**src/rtl/pe_tile_param.sv**
```systemverilog
// Parametrised PE tile: four sides of TRACKS tracks, each WIDTH bits wide,
// two connect boxes, one switch box and a PE with an accumulator.
// Configuration is double-buffered: writes land in shadow registers and only
// take effect when a per-tile or broadcast COMMIT copies them into the
// active registers.
module pe_tile_param #(
   parameter int WIDTH  = 1,
   parameter int TRACKS = 4
) (
   input  logic                         clk,
   input  logic                         reset,
   input  logic [31:0]                  config_addr,
   input  logic [31:0]                  config_data,
   input  logic [15:0]                  tile_id,
   input  logic [4*TRACKS*WIDTH-1:0]    in_wires,
   output logic [4*TRACKS*WIDTH-1:0]    out_wires,
   output logic [WIDTH-1:0]             pe_out
);

   localparam int CBW = $clog2(2 * TRACKS);
   localparam int SBW = 8 * TRACKS;
   localparam int BUSW = 4 * TRACKS * WIDTH;

   localparam logic [15:0] FEAT_CLB    = 16'd4;
   localparam logic [15:0] FEAT_CB1    = 16'd5;
   localparam logic [15:0] FEAT_CB0    = 16'd6;
   localparam logic [15:0] FEAT_SB     = 16'd7;
   localparam logic [15:0] FEAT_COMMIT = 16'd8;

   typedef enum logic [2:0] {
      OP_ZERO = 3'd0,
      OP_AND  = 3'd1,
      OP_OR   = 3'd2,
      OP_XOR  = 3'd3,
      OP_ADD  = 3'd4,
      OP_SUB  = 3'd5,
      OP_ACC  = 3'd6,
      OP_PASS = 3'd7
   } opcode_e;

   logic [15:0]      featureId;
   logic [15:0]      targetId;
   logic             tileHit;
   logic             commitHit;

   logic [SBW-1:0]   sbShadow_q;
   logic [SBW-1:0]   sbActive_q;
   logic [CBW-1:0]   cb0Shadow_q;
   logic [CBW-1:0]   cb0Active_q;
   logic [CBW-1:0]   cb1Shadow_q;
   logic [CBW-1:0]   cb1Active_q;
   logic [3:0]       clbShadow_q;
   logic [3:0]       clbActive_q;

   logic [WIDTH-1:0] acc_q;
   logic [WIDTH-1:0] acc_d;
   logic [WIDTH-1:0] peReg_q;
   logic [WIDTH-1:0] peReg_d;

   opcode_e          opcode;
   logic             regMode;
   logic [BUSW-1:0]  routeOut;
   logic [BUSW-1:0]  cbView;
   logic [WIDTH-1:0] op0;
   logic [WIDTH-1:0] op1;
   logic [WIDTH-1:0] aluResult;

   // Only a few config_data bits are consumed per feature; the rest are
   // gathered here so they are visibly accounted for.
   logic             unusedConfigBits;
   assign unusedConfigBits = ^config_data;

   assign featureId = config_addr[31:16];
   assign targetId  = config_addr[15:0];
   assign tileHit   = (targetId == tile_id);
   assign commitHit = (featureId == FEAT_COMMIT) && (tileHit || (targetId == 16'hFFFF));

   assign opcode  = opcode_e'(clbActive_q[2:0]);
   assign regMode = clbActive_q[3];

   // Shadow writes on a matching address, shadow-to-active copy on COMMIT.
   always_ff @(posedge clk) begin
      if (!reset) begin
         sbShadow_q  <= '0;
         sbActive_q  <= '0;
         cb0Shadow_q <= '0;
         cb0Active_q <= '0;
         cb1Shadow_q <= '0;
         cb1Active_q <= '0;
         clbShadow_q <= '0;
         clbActive_q <= '0;
      end else begin
         if (tileHit) begin
            case (featureId)
               FEAT_SB:  sbShadow_q  <= config_data[SBW-1:0];
               FEAT_CB0: cb0Shadow_q <= config_data[CBW-1:0];
               FEAT_CB1: cb1Shadow_q <= config_data[CBW-1:0];
               FEAT_CLB: clbShadow_q <= config_data[3:0];
               default:  ;
            endcase
         end
         if (commitHit) begin
            sbActive_q  <= sbShadow_q;
            cb0Active_q <= cb0Shadow_q;
            cb1Active_q <= cb1Shadow_q;
            clbActive_q <= clbShadow_q;
         end
      end
   end

   // Switch box: each output picks pe_out or the same track on one of the
   // other three sides (ascending, own side skipped). The connect boxes see a
   // copy of this routing in which pe_out is replaced by the PE register, so
   // the netlist has no structural loop; the only configuration where that
   // differs from out_wires is the illegal REG=0 loop.
   always_comb begin
      logic [1:0] sel;
      int         src;
      routeOut = '0;
      cbView   = '0;
      sel      = '0;
      src      = 0;
      for (int s = 0; s < 4; s++) begin
         for (int t = 0; t < TRACKS; t++) begin
            sel = sbActive_q[2*(s*TRACKS+t) +: 2];
            if (sel == 2'd0) begin
               routeOut[(s*TRACKS+t)*WIDTH +: WIDTH] = pe_out;
               cbView[(s*TRACKS+t)*WIDTH +: WIDTH]   = peReg_q;
            end else begin
               src = (int'(sel) - 1 < s) ? int'(sel) - 1 : int'(sel);
               routeOut[(s*TRACKS+t)*WIDTH +: WIDTH] = in_wires[(src*TRACKS+t)*WIDTH +: WIDTH];
               cbView[(s*TRACKS+t)*WIDTH +: WIDTH]   = in_wires[(src*TRACKS+t)*WIDTH +: WIDTH];
            end
         end
      end
   end

   // Connect boxes: CB0 reads side 0, CB1 reads side 1; low values pick an
   // input track, high values pick the matching output track.
   always_comb begin
      int v0;
      int v1;
      v0 = int'(cb0Active_q);
      v1 = int'(cb1Active_q);
      if (v0 < TRACKS) begin
         op0 = in_wires[v0*WIDTH +: WIDTH];
      end else begin
         op0 = cbView[(v0-TRACKS)*WIDTH +: WIDTH];
      end
      if (v1 < TRACKS) begin
         op1 = in_wires[(TRACKS+v1)*WIDTH +: WIDTH];
      end else begin
         op1 = cbView[v1*WIDTH +: WIDTH];
      end
   end

   // PE arithmetic, all modulo 2^WIDTH with no carry out.
   always_comb begin
      case (opcode)
         OP_ZERO: aluResult = '0;
         OP_AND:  aluResult = op0 & op1;
         OP_OR:   aluResult = op0 | op1;
         OP_XOR:  aluResult = op0 ^ op1;
         OP_ADD:  aluResult = op0 + op1;
         OP_SUB:  aluResult = op0 - op1;
         OP_ACC:  aluResult = acc_q;
         OP_PASS: aluResult = op0;
         default: aluResult = '0;
      endcase
   end

   assign acc_d   = acc_q + op0;
   assign peReg_d = aluResult;

   // Accumulator restarts from zero on every COMMIT and only runs under ACC;
   // the output register samples the PE result every cycle.
   always_ff @(posedge clk) begin
      if (!reset) begin
         acc_q   <= '0;
         peReg_q <= '0;
      end else begin
         peReg_q <= peReg_d;
         if (commitHit) begin
            acc_q <= '0;
         end else if (opcode == OP_ACC) begin
            acc_q <= acc_d;
         end
      end
   end

   assign pe_out    = regMode ? peReg_q : aluResult;
   assign out_wires = routeOut;

endmodule
```
**config.mk**
```make
export PLATFORM = sky130hd
export DESIGN_NAME = pe_tile_param
export DESIGN_NICKNAME = d
export VERILOG_FILES = /design/src/rtl/pe_tile_param.sv
export SDC_FILE = /design/constraint.sdc
export NUM_CORES = 1
export LEC_CHECK = 0
export BUFFER_PORTS_ARGS = -buffer_cell sky130_fd_sc_hd__buf_2
export CAP_MARGIN = 20
export CORE_MARGIN = 2
export CORE_UTILIZATION = 58
export DETAILED_ROUTE_END_ITERATION = 16
export PLACE_DENSITY_LB_ADDON = 0.15
export SLEW_MARGIN = 20
export SYNTH_ARGS = -nofsm -noshare
export SYNTH_HDL_FRONTEND = slang
export SYNTH_SLANG_ARGS = --single-unit
```
**constraint.sdc**
```tcl
create_clock -name clk -period 6.29 [get_ports clk]
set_input_delay 0.629 -clock clk [delete_from_list [all_inputs] [get_ports clk]]
set_output_delay 0.629 -clock clk [all_outputs]
set_load 0.01 [all_outputs]
```
Word-level counts from Yosys, hierarchy flattened
Cells that the tools add are included.

storage, ports and cells
  output and inout bits = 17
  logic and storage cells = 175
  flip-flop bits (word level) = 86

operators by class
  eq/ne operators = 14
  muxes and demuxes = 52
  bitwise operators = 4
  order comparisons = 18
  shift operators = 20
  add/subtract/negate cells = 33
  reductions and logical operators = 24

operators with widths
  operator                                              count
  variable part select 16 x 32 -> 1 bit                 16
  2-to-1 mux 30 bit                                     16
  adder 32 x 3 -> 32 bit, second input constant         8
  adder 32 x 2 -> 32 bit, second input constant         4
  equality test 16 x 3 -> 1 bit, second input constant  4
  variable part select 16 x 4 -> 1 bit                  3
  subtractor 2 x 1 -> 3 bit, second input constant      16
  2-to-1 mux 1 bit                                      35
  zero test 2 bit                                       16
  < comparator 3 bit, second input constant             10
  equality test 16 bit                                  1
  equality test 16 bit, second input constant           1
  equality test 16 x 4 -> 1 bit, second input constant  1
  variable part select 16 x 5 -> 1 bit                  1
  equality test 3 bit, second input constant            4
  < comparator 3 x 1 -> 1 bit, second input constant    4
  < comparator 3 x 2 -> 1 bit, second input constant    4
  case mux 1 bit (8 select lines)                       1
  AND reduction 2 bit                                   4
  equality test 3 x 2 -> 1 bit, second input constant   2
  adder 3 x 3 -> 4 bit, first input constant            1
  subtractor 3 x 3 -> 4 bit, second input constant      1
  equality test 3 x 1 -> 1 bit, second input constant   1
  zero test 3 bit                                       1
  9 further kinds                                       10

Longest topological paths before layout
  word-level depth = 12
  mapped depth = 16

Least setup slack after synthesis
No wires, ideal clock.

  kind = input to output
  from = input port in_wires[2]
  to = output port out_wires[0]
  required time = 5,661 ps
  slack = 2,184 ps
  cell stages on the path = 12
  buffers on the path = 0
  data arrival time = 3,477 ps
  cells stage by stage = mux4_2 -> nor2b_1 -> a211o_1 -> a31oi_1 -> a21oi_1 -> ha_1 -> mux2_2 -> a211oi_1 -> nor2_1 -> o31ai_2 -> o21ai_2 -> mux4_2

between the ends
  word-level cells in the longest chain between the ends = 8
  elaborated cells on any way between the ends = 38
  those cells by class = add/sub (2); shift (16); mux (17); bitwise (3)

ends and longest elaborated chain
  item                                                     RTL line  RTL
  start: declaration                                       15        input logic [4*TRACKS*WIDTH-1:0] in_wires,
  variable part select 16 x 32 -> 1 bit                    132       cbView[(s*TRACKS+t)*WIDTH +: WIDTH] = in_wires[(src*TRACKS+t)*WIDTH +: WIDTH];
  2-to-1 mux 1 bit                                         126       if (sel == 2'd0) begin
  variable part select 16 x 4 -> 1 bit (on tied branches)  148, 153
  2-to-1 mux 1 bit (on tied branches)                      145, 150
  subtractor 1 bit, or another cell as far along           165       OP_SUB: aluResult = op0 - op1;
  case mux 1 bit (8 select lines) *                        159       case (opcode)
  2-to-1 mux 1 bit *                                       191       assign pe_out = regMode ? peReg_q : aluResult;
  2-to-1 mux 1 bit *                                       126
  end: declaration                                         16        output logic [4*TRACKS*WIDTH-1:0] out_wires,

Every way passes the cells marked *; elsewhere a longest branch is shown, timed or not.

Final worst setup path
  from = register sbActive_q[9]
  to = output port out_wires[0]

between the ends
  word-level cells in the longest chain between the ends = 11
  elaborated cells on any way between the ends = 18
  those cells by class = add/sub (3); order compare (1); shift (3); mux (7); bitwise (3); reduce/logical (1)

ends and longest elaborated chain
  item                                                     RTL line  RTL
  start: declaration                                       47        logic [SBW-1:0] sbActive_q;
  start signal: assignment                                 103       sbActive_q <= sbShadow_q;
  subtractor 2 x 1 -> 3 bit                                130       src = (int'(sel) - 1 < s) ? int'(sel) - 1 : int'(sel);
  < comparator 3 x 2 -> 1 bit                              130
  2-to-1 mux 30 bit                                        130
  variable part select 16 x 32 -> 1 bit                    132
  2-to-1 mux 1 bit *                                       126
  variable part select 16 x 4 -> 1 bit (on tied branches)  148, 153
  2-to-1 mux 1 bit (on tied branches)                      145, 150
  subtractor 1 bit, or another cell as far along           165
  case mux 1 bit (8 select lines) *                        159
  2-to-1 mux 1 bit *                                       191
  2-to-1 mux 1 bit *                                       126

Marks and branches as above.

==> summary.md <==
| Metric | Value |
|---|---|
| Bufs on Longest Clock Path | 2 |
| RSZ-0062 raised after global routing | no |
| H-tree levels | 3 |
| CP Launch Type | register |
| Post-DR vias/cell | 5.60 |
| Worst setup path endpoint | out_wires[0] |
| Share of cells above drive strength 1 | 0.288 |
| Setup_tns | 0 ns |
| Final Setup Violations | 0 |
| Multi-input gate area | about 2600 sq um |
| Register Area | 1720 sq um |
| Final Wtd Congestion | 0.917 |
| Mapped Nets | 607 |
| Vias in the first global route | approximately 3,700 |
| Filler cell count | between 600 and 700 |
| Synthesized cell area | between 4000 and 5000 sq um |
| Port bufs | 114 |
| Cells after Synth | slightly below 500 |
| CTS tree | yes |
| Number of synthesized register bits | 86 |
| Worst Path Max Fanout | 16 |
| Crit path launch | sbActive_q[9]$_SDFFE_PN0P_ |
| TritonCTS Buffers | 9 |
| Worst-Skew Late Latency | approximately 0.35 ns |
| Slew margin rel. | 0.483 |
| PD cells | 189 nW/um^2 |
| Global-route usage over all layers | 0.250 |
| WP depth | 16 |
| Tcrit/Tclk final | 0.805 |
| Antenna cells | 0 |
| Cell mode on critical path | a211oi_1 |
| Yosys warnings | 0 |
| CTS resizes | 0 |
| Sequential-to-total area share from yosys stat | 0.377 |
| Post-layout min period | just over 5 ns |
| Flop2flop setup slack | 2.99 ns |
| Slowest stage cell, crit path | mux4_2 |
| Setup crit end kind | primary output |
| Syn_area_per_cell | 9.38 sq um |
| Area Growth Syn to Fin | 17.8% |
| DRT Pass-1 Iters | 5 |
| Maximum vdd drop | roughly 120 uV |
| Commonest non-fill, non-tap cell in the layout | buf_2 |
| Arr. time, crit path | between 4 and 5 ns |
| Full die area | 8600 sq um |
| Routed len/inst | roughly 15 um |
| CTS Hold Bufs | 0 |
| Post-layout util | 0.700 |
| Required @ worst endpoint | between 5 and 6 ns |
| Cells along the critical path | inv_1 > ha_1 > mux4_2 > nor2b_1 > a211oi_1 > a211oi_1 > a31oi_1 > a21oi_1 > ha_1 > mux2_2 > a211oi_1 > nor2_1 > o31ai_2 > o21ai_2 > mux4_2 > buf_2 |
| Most frequent cells in the layout | buf_2, dfxtp_1, nor2_1 |
| Slew Viols, Final | 0 |
| # DRC | 0 |
| CTS clock-pin slew for the worst setup and hold paths | 0.09 ns |
| Crit path kind | reg -> out |
| Final Hold Violating Endpoints | 0 |
| Die H | 92.7 um |
| Via Count | roughly 3,900 |
| CP max stage delay | roughly 0.54 ns |
| Antenna violations before repair | 0 |
| Largest net degree at the start of global routing | 73 |
| First-pass GRT wire length | around 17,000 um |
| Ys flop type | dfxtp_1 |
| Layout net count | 708 |
| Worst reg-to-reg path cell count | 14 |
| Leakage | 0.00248 uW |
| Status | completed |
| Clk_skew | between 0.01 and 0.015 ns |
| Critical R2R Capture | peReg_q$_SDFF_PN0_ |
| Ys async rst share | 0 |
| Post-DP HPWL | 7770 um |
| GRT overflow | 0 |
| Die W | approximately 93 um |
| R2r startpoint | sbActive_q[9]$_SDFFE_PN0P_ |
| DRT Wirelength | around 10,000 um |
| Maxcap violations | 0 |
| Distinct cell type count after synthesis | 39 |
| Iter 0 DRT Violations | 178 |
| TritonCTS Sinks | 86 |
| Cell family with most CP delay | compound AO/OA/AOI/OAI gates |
| Post-synth EDFFs | 0 |
| Post-DRT Antenna Nets | 0 |
| Rows | 32 |
| Max Freq | slightly below 0.2 GHz |
| Clock root buffer | clkbuf_8 |
| Core area | 7690 sq um |
| Starting density of the core | 0.594 |
| Setup Buffers After CTS | 0 |
| WP buf/inv | 2 |
| Ports | 115 |
| Worst slew pin tran | 0.769 ns |
| Worst hold path type | reg -> reg |
area by class of cell:
class | instances | area share
clock inverter | 6 | 0.0128
multi-input combinational | 342 | 0.485
clock buffer | 10 | 0.0256
sequential | 86 | 0.320
timing repair buffer | 117 | 0.110
tap | 102 | 0.0237
inverter | 32 | 0.0223
worst min-delay path by stage:
stage                                 from                           to  slack, ns  depth (start not counted)
3_5_place_dp    sbShadow_q[2]$_SDFFE_PN0P_   sbShadow_q[2]$_SDFFE_PN0P_       0.45                          2
4_1_cts         sbShadow_q[2]$_SDFFE_PN0P_   sbShadow_q[2]$_SDFFE_PN0P_       0.46                          2
3_3_place_gp   sbShadow_q[28]$_SDFFE_PN0P_  sbShadow_q[28]$_SDFFE_PN0P_       0.44                          2
2_1_floorplan  cb1Shadow_q[0]$_SDFFE_PN0P_  cb1Shadow_q[0]$_SDFFE_PN0P_       0.44                          2
5_1_grt         sbShadow_q[4]$_SDFFE_PN0P_   sbShadow_q[4]$_SDFFE_PN0P_       0.47                          2
6_report       sbShadow_q[16]$_SDFFE_PN0P_  sbShadow_q[16]$_SDFFE_PN0P_       0.46                          2
cells by family after synthesis:
family | count (synthesis) | share of synthesized area
flops | 86 | 0.377
mux | 83 | 0.237
fa+ha+maj | 22 | 0.0603
compound gates | 60 | 0.0781
xor+xnor | 17 | 0.0326
simple gates | 160 | 0.163
buf+inv | 59 | 0.0521
state kept, by name (all words and copies together), names as in the netlist:
| signal | flops |
|---|---|
| cb0Active_q | 3 |
| clbActive_q | 4 |
| cb1Shadow_q | 3 |
| sbActive_q | 32 |
| acc_q | 1 |
| cb1Active_q | 3 |
| sbShadow_q | 32 |
| clbShadow_q | 4 |
| peReg_q | 1 |
| cb0Shadow_q | 3 |
power breakdown:
part           internal, uW  leakage [uW]  switching, uW  total [uW]
logic                  39.1       0.00168           41.9        81.0
clock network           197      0.000103            194         391
registers               544      0.000692   0.0000000769         544
metal layers:
layer	up-vias	GRT usage	share of wire
met1	1830	0.334	0.43
met3	15	0.0472	0.062
met5	-	0	0
met4	0	0.0723	0.011
met2	132	0.415	0.49
li1	1912	-	-
per-stage QoR:
step | setup WS, ns | hold slack, ns | area (sq um) | power [uW] | instances
5_1_grt | 0.917 | 0.474 | 5380 | 1060 | 695
4_1_cts | 1.21 | 0.460 | 5380 | 1030 | 695
6_report | 1.23 | 0.458 | 5380 | 1020 | 695
3_3_place_gp | 1.58 | 0.442 | 5170 | 635 | 679
2_1_floorplan | 2.18 | 0.435 | 4570 | 591 | 487
3_5_place_dp | 1.44 | 0.449 | 5170 | 637 | 679
cells in the mapped netlist (all sizes together), types with 2 or more instances:
library cell	instances	area, sq um
or4	2	15.0
mux4	19	428
inv	32	120
a211oi	4	30.0
ha	22	275
nor2	54	203
dfxtp	86	1720
mux2	11	124
nand4	5	31.3
a211o	2	17.5
a21oi	3	15.0
or3	2	12.5
nor2b	5	31.3
xor2	16	140
o21ai	39	199
clkbuf	10	37.5
buf	17	80.1
a31oi	2	12.5
nand2	40	150
nand3	36	180
a21o	5	37.5
mux2i	53	531
nor4	10	75.1
worst reg2reg max path, cell delays in order, from the launching register on:
cell and delay, ns:
dfxtp_1 0.32, inv_1 0.09, ha_1 0.18, mux4_2 0.49, nor2b_1 0.16, a211oi_1 0.25
a211oi_1 0.08, a31oi_1 0.22, a21oi_1 0.10, ha_1 0.29, mux2_2 0.28, a211oi_1 0.31
nor2_1 0.10, o31ai_2 0.27, nor2_1 0.06
No activity file was read; power rests on OpenSTA's default activity.
